## src/rtl/top_pkg.sv

```systemverilog
// ----------------------------------------------------------------------------
// top_pkg
// Shared types and constants for the CSI receive / ISP path.
//   lane_data_t  : one unpacked CSI word as delivered by the CSI receiver.
//   crop_state_t : sync state of csi_crop (frame-alignment after reset).
//   CROP_X_LEN / CROP_Y_LEN : default crop window size. isp_top derives its
//                  LINE_LENGTH from CROP_X_LEN so both stay consistent.
// ----------------------------------------------------------------------------
package top_pkg;

  typedef logic [15:0] lane_data_t;

  typedef enum logic [1:0] {
    WAIT_GAP = 2'd0,  // after reset: wait until in_frame is low
    WAIT_SOF = 2'd1,  // wait for a clean frame start
    ACTIVE   = 2'd2   // inside a frame that is being forwarded
  } crop_state_t;

  localparam int CROP_X_LEN = 320;
  localparam int CROP_Y_LEN = 480;

endpackage : top_pkg

```

## src/rtl/csi_crop.sv

```systemverilog
// ----------------------------------------------------------------------------
// csi_crop
// Region-of-interest cropper on the unpacked CSI word stream (csi_byte_clk
// domain). Counts valid words per line and lines per frame and forwards only
// the words inside a window fixed by parameters. Line/frame qualifiers are
// regenerated for the cropped stream. All outputs are registered, 1 cycle
// latency, no backpressure.
//
// Ports:
//   clk, areset_n        : CSI byte clock, async active-low reset
//   in_dat/in_vld        : input word and its valid
//   in_line/in_frame     : input line / frame qualifiers
//   out_dat/out_vld      : cropped word (holds when not valid) and its valid
//   out_line/out_frame   : regenerated line / frame qualifiers
//   crop_err             : sticky short-line / short-frame flag, cleared at SOF
//   stat_words/stat_lines: (only with CSI_CROP_STATS_EN) word count of the last
//                          complete line, line count of the last complete frame
//
// Build option: define CSI_CROP_STATS_EN to add the stat_* outputs.
// ----------------------------------------------------------------------------
module csi_crop
  import top_pkg::*;
#(
  parameter int X_START = 0,
  parameter int X_LEN   = CROP_X_LEN,
  parameter int Y_START = 0,
  parameter int Y_LEN   = CROP_Y_LEN,
  parameter int CNT_W   = 12
) (
  input  logic             clk,
  input  logic             areset_n,
  input  lane_data_t       in_dat,
  input  logic             in_vld,
  input  logic             in_line,
  input  logic             in_frame,
  output lane_data_t       out_dat,
  output logic             out_vld,
  output logic             out_line,
  output logic             out_frame,
  output logic             crop_err
`ifdef CSI_CROP_STATS_EN
  ,
  output logic [CNT_W-1:0] stat_words,
  output logic [CNT_W-1:0] stat_lines
`endif
);

  // Window bounds one bit wider than the counters so X_START+X_LEN cannot wrap.
  localparam logic [CNT_W:0] X_BEG = (CNT_W+1)'(X_START);
  localparam logic [CNT_W:0] X_END = (CNT_W+1)'(X_START + X_LEN);
  localparam logic [CNT_W:0] Y_BEG = (CNT_W+1)'(Y_START);
  localparam logic [CNT_W:0] Y_END = (CNT_W+1)'(Y_START + Y_LEN);

  crop_state_t      state_q;
  logic             line_q, frame_q;
  logic [CNT_W-1:0] x_cnt_q, x_cnt_d;
  logic [CNT_W-1:0] y_cnt_q, y_cnt_d;
  lane_data_t       out_dat_q;
  logic             out_vld_q, out_vld_d;
  logic             out_line_q, out_line_d;
  logic             out_frame_q, out_frame_d;
  logic             err_q, err_d;

  logic             line_rise, line_fall, frame_rise, frame_fall;
  logic             active, word, line_cnt, x_in, y_in;
  logic             short_line, short_frame;
  logic [CNT_W-1:0] x_cur, y_cur;

  // NOTE: every signal assigned in always_comb gets a default on every path,
  // otherwise synthesis infers a latch to hold the old value.
  always_comb begin
    line_rise  = in_line & ~line_q;
    // Only lines that ended inside a frame matter; in_line outside in_frame
    // is ignored.
    line_fall  = ~in_line & line_q & frame_q;
    frame_rise = in_frame & ~frame_q;
    frame_fall = ~in_frame & frame_q;

    // The SOF cycle itself already belongs to the forwarded frame, so a word
    // arriving together with the in_frame rising edge is not lost.
    active = (state_q == ACTIVE) || ((state_q == WAIT_SOF) && frame_rise);

    // Pre-increment indices of the current word / line. A rising edge
    // restarts the count at 0 in the same cycle.
    x_cur = line_rise  ? '0 : x_cnt_q;
    y_cur = frame_rise ? '0 : y_cnt_q;

    x_in = ({1'b0, x_cur} >= X_BEG) && ({1'b0, x_cur} < X_END);
    y_in = ({1'b0, y_cur} >= Y_BEG) && ({1'b0, y_cur} < Y_END);

    word    = in_vld & in_line & in_frame;
    x_cnt_d = x_cur;
    if (word && (x_cur != '1)) x_cnt_d = x_cur + CNT_W'(1);

    line_cnt = line_fall & active;
    y_cnt_d  = y_cur;
    if (line_cnt && (y_cur != '1)) y_cnt_d = y_cur + CNT_W'(1);

    out_vld_d = word & active & x_in & y_in;

    // Stretched from the first in-window word over any gaps until the word
    // count leaves the window or the line ends.
    out_line_d = out_vld_d |
                 (out_line_q & in_line & in_frame & active &
                  ({1'b0, x_cnt_d} < X_END));

    out_frame_d = in_frame & active;

    // Short frame uses the post-increment line count so a line ending in the
    // same cycle as the frame is included.
    short_line  = line_cnt & y_in & ({1'b0, x_cnt_q} < X_END);
    short_frame = frame_fall & (state_q == ACTIVE) & ({1'b0, y_cnt_d} < Y_END);

    err_d = frame_rise ? 1'b0 : (err_q | short_line | short_frame);
  end

  // NOTE: sequential state uses non-blocking assignments so every register
  // samples the pre-edge values, independent of statement order.
  always_ff @(posedge clk or negedge areset_n) begin
    if (!areset_n) begin
      state_q     <= WAIT_GAP;
      line_q      <= 1'b0;
      frame_q     <= 1'b0;
      x_cnt_q     <= '0;
      y_cnt_q     <= '0;
      out_dat_q   <= '0;
      out_vld_q   <= 1'b0;
      out_line_q  <= 1'b0;
      out_frame_q <= 1'b0;
      err_q       <= 1'b0;
    end else begin
      case (state_q)
        WAIT_GAP: if (!in_frame)  state_q <= WAIT_SOF;
        WAIT_SOF: if (frame_rise) state_q <= ACTIVE;
        ACTIVE:   if (frame_fall) state_q <= WAIT_SOF;
        default:                  state_q <= WAIT_GAP;
      endcase
      line_q      <= in_line;
      frame_q     <= in_frame;
      x_cnt_q     <= x_cnt_d;
      y_cnt_q     <= y_cnt_d;
      if (out_vld_d) out_dat_q <= in_dat;
      out_vld_q   <= out_vld_d;
      out_line_q  <= out_line_d;
      out_frame_q <= out_frame_d;
      err_q       <= err_d;
    end
  end

  assign out_dat   = out_dat_q;
  assign out_vld   = out_vld_q;
  assign out_line  = out_line_q;
  assign out_frame = out_frame_q;
  assign crop_err  = err_q;

`ifdef CSI_CROP_STATS_EN
  logic [CNT_W-1:0] stat_words_q, stat_lines_q;

  always_ff @(posedge clk or negedge areset_n) begin
    if (!areset_n) begin
      stat_words_q <= '0;
      stat_lines_q <= '0;
    end else begin
      if (line_cnt) stat_words_q <= x_cnt_q;
      if (frame_fall && (state_q == ACTIVE)) stat_lines_q <= y_cnt_d;
    end
  end

  assign stat_words = stat_words_q;
  assign stat_lines = stat_lines_q;
`endif

endmodule : csi_crop

```

## config.mk

```make
export PLATFORM = sky130hd
export DESIGN_NAME = csi_crop
export DESIGN_NICKNAME = d
export VERILOG_FILES = /design/src/rtl/top_pkg.sv /design/src/rtl/csi_crop.sv
export SDC_FILE = /design/constraint.sdc
export NUM_CORES = 1
export LEC_CHECK = 0
export CORE_MARGIN = 4
export CORE_UTILIZATION = 55
export CTS_BUF_LIST = sky130_fd_sc_hd__clkbuf_4 sky130_fd_sc_hd__clkbuf_8 sky130_fd_sc_hd__clkbuf_16
export DETAILED_ROUTE_END_ITERATION = 16
export DONT_BUFFER_PORTS = 1
export MAX_ROUTING_LAYER = met4
export PLACE_DENSITY = 0.69
export SETUP_SLACK_MARGIN = 0.05
export SYNTH_ARGS = -nofsm -noshare
export SYNTH_HDL_FRONTEND = slang
export SYNTH_SLANG_ARGS = --single-unit
```

## constraint.sdc

```tcl
create_clock -name clk -period 2.1 [get_ports clk]
set_input_delay 0.63 -clock clk [delete_from_list [all_inputs] [get_ports clk]]
set_output_delay 0.63 -clock clk [all_outputs]
set_load 0.05 [all_outputs]
```

# Yosys cells after proc, flatten, opt, wreduce, memory -nomap -nowiden
# Index checks and enable logic that the tools add are counted.
[op_classes] n_reduce_logical=6 bitwise=27 n_lt_le_gt_ge=5 eq_ne=7 mux=9 add_sub_neg=2
[op_table] op="< comparator 12 x 9 -> 1 bit, second input constant" n=5
[op_table] op="2-to-1 mux 12 bit" n=4
[op_table] op="adder 12 x 1 -> 12 bit, second input constant" n=2
[op_table] op="inequality test 12 bit, second input constant" n=2
[op_table] op="bitwise AND 1 bit" n=20
[op_table] op="2-to-1 mux 2 bit" n=3
[op_table] op="inequality test 2 bit, second input constant" n=3
[op_table] op="case mux 2 bit (3 select lines)" n=1
[op_table] op="NOT 1 bit" n=4
[op_table] op="logical AND 1 bit" n=3
[op_table] op="bitwise OR 1 bit" n=3
[op_table] op="AND reduction 3 bit" n=1
[op_table] op="equality test 2 x 1 -> 1 bit, second input constant" n=1
[op_table] op="equality test 2 bit, second input constant" n=1
[op_table] op="logical NOT 2 bit" n=1
[op_table] op="logical OR 1 bit" n=1
[op_table] op="2-to-1 mux 1 bit" n=1
[totals] regBits=48 out_inout_bits=20 elab_cells=66 inputBits=21

# Logic depth before layout (Yosys ltp)
# Gate-level depths: netlist of the first run.
[logic_depth] ltp_word=11 mapped_depth=11 depth_no_buf=10

# Worst setup path before layout of the first run
# No wires, ideal clock.
[synth_timing] path_kind="input to register" start="in in_frame" end="reg err_q (netlist: crop_err)" setup_ns=0.077 path_buffers=2 path_stages=10 required_ns=2.023 path_slack_ns=-0.362 arrival_time_ns=2.385 cell_sequence="buf_6 -> nand2b_4 -> buf_6 -> and2_1 -> ha_1 -> nand4_4 -> or4_4 -> a211oi_2 -> a31oi_1 -> a21oi_1"
[synth_via] elab_chain_len=10 word_cells_on_any_way=20 classes_between="add/sub (1); order compare (2); eq/ne (1); mux (3); bitwise (10); reduce/logical (3)"
[synth_rtl] element="from (decl)" line="csi_crop.sv:35" source="input logic in_frame,"
[synth_rtl] element="parallel branches: the longest is 9 deep, another holds adder 12 x 1 -> 12 bit"
[synth_rtl] element="2-to-1 mux 1 bit (*)" line="csi_crop.sv:114" source="err_d = frame_rise ? 1'b0 : (err_q | short_line | short_frame);"
[synth_rtl] element="net err_d" line="csi_crop.sv:62" source="logic err_q, err_d;"
[synth_rtl] element="to (signal assigned)" line="csi_crop.sv:146" source="err_q <= err_d;"
[synth_rtl] element="to (decl)" line="csi_crop.sv:62"
# Mark *: on every way through the listed nets, which the timed path passes.
# A chain may end at the register's enable or synchronous reset.

# Worst setup path in the final report of the first run
[layout_timing] start="reg frame_q" end="reg err_q (netlist: crop_err)"
[layout_via] elab_chain_len=11 word_cells_on_any_way=21 classes_between="add/sub (1); order compare (2); eq/ne (1); mux (3); bitwise (11); reduce/logical (3)"
[layout_rtl] element="from (decl)" line="csi_crop.sv:55" source="logic line_q, frame_q;"
[layout_rtl] element="from (signal assigned)" line="csi_crop.sv:139" source="frame_q <= in_frame;"
[layout_rtl] element="parallel branches: the longest is 6 deep, another holds adder 12 x 1 -> 12 bit"
[layout_rtl] element="2-to-1 mux 12 bit (*)" line="csi_crop.sv:97" source="if (line_cnt && (y_cur != '1)) y_cnt_d = y_cur + CNT_W'(1);"
[layout_rtl] element="net y_cnt_d[7]" line="csi_crop.sv:57" source="logic [CNT_W-1:0] y_cnt_q, y_cnt_d;"
[layout_rtl] element="< comparator 12 x 9 -> 1 bit (*)" line="csi_crop.sv:112" source="short_frame = frame_fall & (state_q == ACTIVE) & ({1'b0, y_cnt_d} < Y_END);"
[layout_rtl] element="bitwise AND 1 bit (*)" line="csi_crop.sv:112"
[layout_rtl] element="bitwise OR 1 bit (*)" line="csi_crop.sv:114"
[layout_rtl] element="2-to-1 mux 1 bit (*)" line="csi_crop.sv:114"
[layout_rtl] element="net err_d" line="csi_crop.sv:62"
# Marks and branches as above.

==> results.json, run 1 <==
{
  "status": "finished, final reports clean",
  "cp.depth": 9,
  "grt_usage_pct": 21.2,
  "hold_ws_ps": 157,
  "dieHeight_um": 75.2,
  "synth_common_cells": "48 x dfrtp_1, 22 x nand2_1, 18 x mux2_2",
  "synthDistinctLibCells": 54,
  "cp.buffers_inverters": 1,
  "fin_crit_ps": 1990,
  "core_um2": 4350,
  "synth_area_leaders": "dfrtp_1 48%, mux2_2 8.2%, nand2_1 3.3%",
  "antenna_found_initial": 0,
  "grt_setup_unrepaired": "true",
  "p_leak_nw": 1.22,
  "drtAntennaViolNets": 0,
  "fin_util_pct": 66.4,
  "wl_per_cell_um": 18.2,
  "nets": 257,
  "r2r_slack_ps": 110,
  "grt_pass1_wl_mm": 8.70,
  "routed_wl_mm": 5.21,
  "seq_area_um2": 1200,
  "syn_area_um2": 2480,
  "initial_core_util_pct": 57.0,
  "seq_area_frac_synth_pct": 48.4,
  "start_kind": "flop",
  "grt_max_degree": 49,
  "synth_nets": 241,
  "power.total_mw": 2.62,
  "grt_overflow": 0,
  "gp_congestion": 0.863,
  "slowest_delay_ps": 390,
  "clockBufferDepth": 2,
  "numCtsBuffers": 5,
  "critPathTopFamily": "compound AO/OA/AOI/OAI gates",
  "ios": 41,
  "multi_input_area_um2": 1320,
  "finalSetupViolations": 0,
  "synth_seq_cells": 48,
  "syn_area_per_cell_um2": 11.4,
  "fin_area_um2": 2890,
  "yosysTopAreaCellShare_pct": 48.4,
  "max_freq_ghz": 0.503,
  "reg2regPathDepth": 9,
  "worst_pin_slew_ps": 504,
  "cts_sinks": 48,
  "r2r_start": "frame_q",
  "crit_chain": "nand2b_4, and2_4, ha_4, and3_4, a211oi_4, buf_4, a31oi_1, a41o_1, a21oi_1",
  "startpoint": "frame_q",
  "fin_crit_sh_pct": 94.6,
  "hold_viol_final": 0,
  "r2r_end": "crop_err",
  "dpl.hpwl_mm": 3.80,
  "rows": 24,
  "cts_root_buf": "clkbuf_8",
  "synth_ff_type": "dfrtp_1",
  "placedCellCount": 274,
  "maxSlewHeadroom_pct": 66.4,
  "ys_warn_count": 0,
  "dr.pass1.iters": 5,
  "dieArea_um2": 5650,
  "diodes": 0,
  "vias": 1740,
  "clk_latency_ps": 310,
  "clock_skew_ps": 3.19,
  "p_per_area_nw_per_um2": 908,
  "synthArstFlopShare_pct": 100,
  "cp_max_fo": 4,
  "drc": 0,
  "placed_area_um2": 2700,
  "drive_gt1_share_pct": 36.6,
  "worstPathArrival_ps": 2220,
  "criticalPathCategory": "reg -> reg",
  "area_growth_pct": 16.6,
  "synth_most_common_cell": "dfrtp_1",
  "crit_slowest_cell": "dfrtp_1",
  "cts_tree": "yes",
  "synth_cells": 218,
  "irDropWorstVdd_uv": 893,
  "synth_edf_count": 0,
  "hold_class": "in -> async",
  "grt_pass1_vias": 1835,
  "maxSlewViolCount": 0,
  "viasPerCell": 6.06,
  "drtIter0Drc": 76,
  "critPathCapture": "crop_err",
  "die_w_um": 75.2,
  "cts.clk_slew.worst_paths_ps": 90,
  "setup.worst_path.end_class": "flop",
  "synth_top_cell_by_area": "dfrtp_1",
  "nFillCells": 334,
  "port_buffers": 0,
  "cp.required_ps": 2330,
  "htreeDepth": 2,
  "final_cells": 287,
  "maxCapViolations": 0
}
[kinds of logic after synthesis]
| family | synth area share, % |
|---|---|
| and+or+nand+nor | 20.7 |
| xor gates and xnor gates | 6.00 |
| muxes | 8.58 |
| buffers and inverters | 3.23 |
| AOI/OAI and AO/OA | 12.0 |
| DFF | 48.4 |
| adders and majority gates | 1.01 |
[how the worst min path moves through the flow]
stage | startpoint | to | slack, ps | cells past startpoint
after floorplan | areset_n | crop_err | 330 | 0
after global placement | areset_n | y_cnt_q[7] | 340 | 0
after detailed placement | areset_n | y_cnt_q[7] | 340 | 0
after CTS | areset_n | crop_err | 160 | 1
after global routing | areset_n | crop_err | 160 | 1
final | areset_n | crop_err | 160 | 1
[power by group]
| part | total, mW | switching [mW] | internal, mW |
|---|---|---|---|
| clock network | 0.687 | 0.328 | 0.359 |
| logic | 0.269 | 0.117 | 0.152 |
| registers | 1.67 | 0.605 | 1.06 |
| total | 2.62 | 1.05 | 1.58 |
[state kept, by name, indices dropped and copies added, names as in the netlist]
| signal | flops |
|---|---|
| out_dat | 16 |
| line_q | 1 |
| crop_err | 1 |
| out_line | 1 |
| state_q | 2 |
| out_vld | 1 |
| out_frame | 1 |
| y_cnt_q | 12 |
| frame_q | 1 |
| x_cnt_q | 12 |
[area by class of cell]
cell class	instances	area share, %
Sequential cell	48	41.7
Clock buffer	5	2.38
Timing Repair Buffer	18	5.80
Clock inverter	3	1.64
Inverter	4	0.606
Tap cell	52	2.25
Multi-Input combinational cell	157	45.7
[worst reg2reg max path, cell delays in order (launching register included)]
cell	delay, ps
dfrtp_1	390
nand2b_4	150
and2_4	150
ha_4	180
and3_4	180
a211oi_4	270
buf_4	160
a31oi_1	60
a41o_1	230
a21oi_1	140
[stage by stage]
step | setup TNS (ps) | setup WS [ps]
6_report | 0 | 113
5_1_grt | -10.3 | -10.3
4_1_cts | 0 | 117
3_5_place_dp | -39.4 | -39.3
3_3_place_gp | 0 | 31.0
2_1_floorplan | -265 | -126
[cells in the final DEF, fill, tap and decap left out, drive strengths merged, types with 2 or more instances in the layout]
cell type	n
a211oi	2
clkbuf	5
nor2	13
o21a	2
nand3	8
a2111oi	2
and2	4
o41ai	2
nand4	7
clkinv	2
nor2b	4
ha	2
dfrtp	48
or3	3
mux2	18
a21oi	4
nor3	8
xnor2	9
nor4	3
xor2	8
inv	4
buf	18
nand2	22
o21ai	9
a31oi	3
and3	6
nand2b	3
[layer usage]
metal / part of all wire (%) / GRT usage, % / vias up
met5: 0 / - / -
met4: 1.8 / 9.90 / 0
met3: 5.3 / 5.47 / 11
met2: 52 / 35.3 / 47
met1: 41 / 23.8 / 868
li1: - / - / 814
[timing repair]
action,CTS,global route
hold buffers,1,0
buffers inserted,0,4
endpoints found under the setup margin,0,18
endpoints found under the hold margin,48,0
resized for setup,0,6
Note: power is estimated with default switching activity, not from simulation.
==> run 2: changes to the inputs <==
--- a/config.mk
+++ b/config.mk
@@ -10,7 +10,6 @@
 export CTS_BUF_LIST = sky130_fd_sc_hd__clkbuf_4 sky130_fd_sc_hd__clkbuf_8 sky130_fd_sc_hd__clkbuf_16
 export DETAILED_ROUTE_END_ITERATION = 16
 export DONT_BUFFER_PORTS = 1
-export MAX_ROUTING_LAYER = met4
 export PLACE_DENSITY = 0.69
 export SETUP_SLACK_MARGIN = 0.05
 export SYNTH_ARGS = -nofsm -noshare
==> results.json, run 2 (synthesis results as in run 1) <==
{
  "status": "finished, final reports clean",
  "final_common_cell": "dfrtp_1",
  "clockBufferDepth": 2,
  "setup_ws_ps": 105,
  "hold_class": "in -> async",
  "criticalPathCategory": "reg -> reg",
  "dieHeight_um": 75.2,
  "cts.clk_slew.worst_paths_ps": 90,
  "port_buffers": 0,
  "grt_overflow": 0,
  "p_per_area_nw_per_um2": 911,
  "setup.worst_path.end_class": "flop",
  "max_freq_ghz": 0.501,
  "vias": 1748,
  "p_int_mw": 1.57,
  "area_growth_pct": 15.2,
  "cp_max_fo": 6,
  "dr.pass1.iters": 4,
  "grt_pass1_wl_mm": 8.52,
  "nets": 255,
  "fin_util_pct": 65.6,
  "gp_congestion": 0.888,
  "start_kind": "flop",
  "diodes": 0,
  "nFillCells": 330,
  "slowest_delay_ps": 360,
  "initial_core_util_pct": 57.0,
  "switching_share_pct": 39.6,
  "power_frac_clock_pct": 26.2,
  "maxSlewHeadroom_pct": 38.5,
  "antenna_found_initial": 0,
  "fin_crit_sh_pct": 95.0,
  "cp.buffers_inverters": 2,
  "maxCapViolations": 0,
  "multi_input_area_um2": 1320,
  "cts_root_buf": "clkbuf_8",
  "grt_usage_pct": 20.0,
  "switching_power_mw": 1.03,
  "maxSlewViolCount": 0,
  "p_leak_nw": 1.20,
  "ios": 41,
  "p_seq_share_pct": 63.9,
  "crit_chain": "nand2b_4, nand2_2, inv_2, ha_4, inv_4, nor4_4, nand3_1, xor2_1, a21boi_1, o41ai_2",
  "core_um2": 4350,
  "hold_viol_final": 0,
  "postCtsSetupBuffers": 0,
  "largest_reg_flops": 16,
  "clk_latency_ps": 300,
  "finalSetupViolations": 0,
  "fin_crit_ps": 2000,
  "rows": 24,
  "cts_sinks": 48,
  "hold_ws_ps": 14.6,
  "wl_per_cell_um": 18.3,
  "place_ws_ps": -98.4,
  "drtIter0Drc": 83,
  "worst_pin_slew_ps": 920,
  "grt_max_degree": 49,
  "viasPerCell": 6.13,
  "clock_skew_ps": 4.01,
  "grt_pass1_vias": 1795,
  "numCtsBuffers": 5,
  "dpl.hpwl_mm": 3.72,
  "worstPathArrival_ps": 2200,
  "routed_wl_mm": 5.22,
  "cp.required_ps": 2300,
  "crit_slowest_cell": "dfrtp_1",
  "htreeDepth": 2,
  "die_w_um": 75.2,
  "critPathTopFamily": "simple AND/OR/NAND/NOR gates",
  "irDropWorstVdd_uv": 749,
  "p_comb_share_pct": 9.9,
  "cts_tree": "yes",
  "seq_area_um2": 1200,
  "drc": 0,
  "drtAntennaViolNets": 0,
  "dieArea_um2": 5650,
  "grt_setup_unrepaired": "true",
  "layout_common_cells": "45 x dfrtp_1, 21 x nand2_1, 18 x mux2_2",
  "drive_gt1_share_pct": 33.9
}
## run 2: layer usage
layer / vias to the layer above / track usage, % / share of wire, %
li1: 812 / - / -
met1: 871 / 24.0 / 40
met2: 57 / 34.8 / 52
met3: 8 / 5.61 / 5.9
met4: 0 / 6.41 / 1.5
met5: - / 0 / 0
## run 2: power groups by stage
| stage | Sequential [mW] | Clock (mW) | Combinational, mW |
|---|---|---|---|
| floorplan | 1.65 | 0 | 0.209 |
| global placement | 1.68 | 0 | 0.231 |
| detailed placement | 1.68 | 0 | 0.246 |
| CTS | 1.67 | 0.697 | 0.246 |
| global route | 1.68 | 0.736 | 0.288 |
| finish | 1.66 | 0.683 | 0.257 |
## run 2: cell type report
type                            instances  share of cell area, %
Clock buffer                            5                   2.41
Clock inverter                          3                   1.66
Inverter                                4                  0.613
Multi-Input combinational cell        157                   46.0
Sequential cell                        48                   42.2
Tap cell                               52                   2.28
Timing Repair Buffer                   16                   4.82
## run 2: repair_timing
action | CTS | global route
hold buffers | 0 | 2
gates resized for setup | 0 | 4
setup endpoints to repair | 0 | 18
endpoints found under the hold margin | 0 | 21
## run 2: worst paths after layout
check,slack (ps),endpoint,cells after the start,startpoint
hold / removal,10,y_cnt_q[2],0,areset_n
max in group asynchronous,580,y_cnt_q[7],1,areset_n
setup reg to reg,100,out_line,10,line_q
min in group clk,350,line_q,0,in_line
setup / recovery,100,out_line,10,line_q
hold reg to reg,530,state_q[0],1,state_q[1]
## run 2: per-stage QoR
step,cell area (um2),setup TNS [ps],total power [mW],instances
final,2860,0,2.60,285
after global routing,2860,-48.7,2.71,285
after CTS,2820,0,2.61,283
after detailed placement,2700,-98.4,1.93,275
after global placement,2700,-42.9,1.91,275
after floorplan,2600,-265,1.85,218
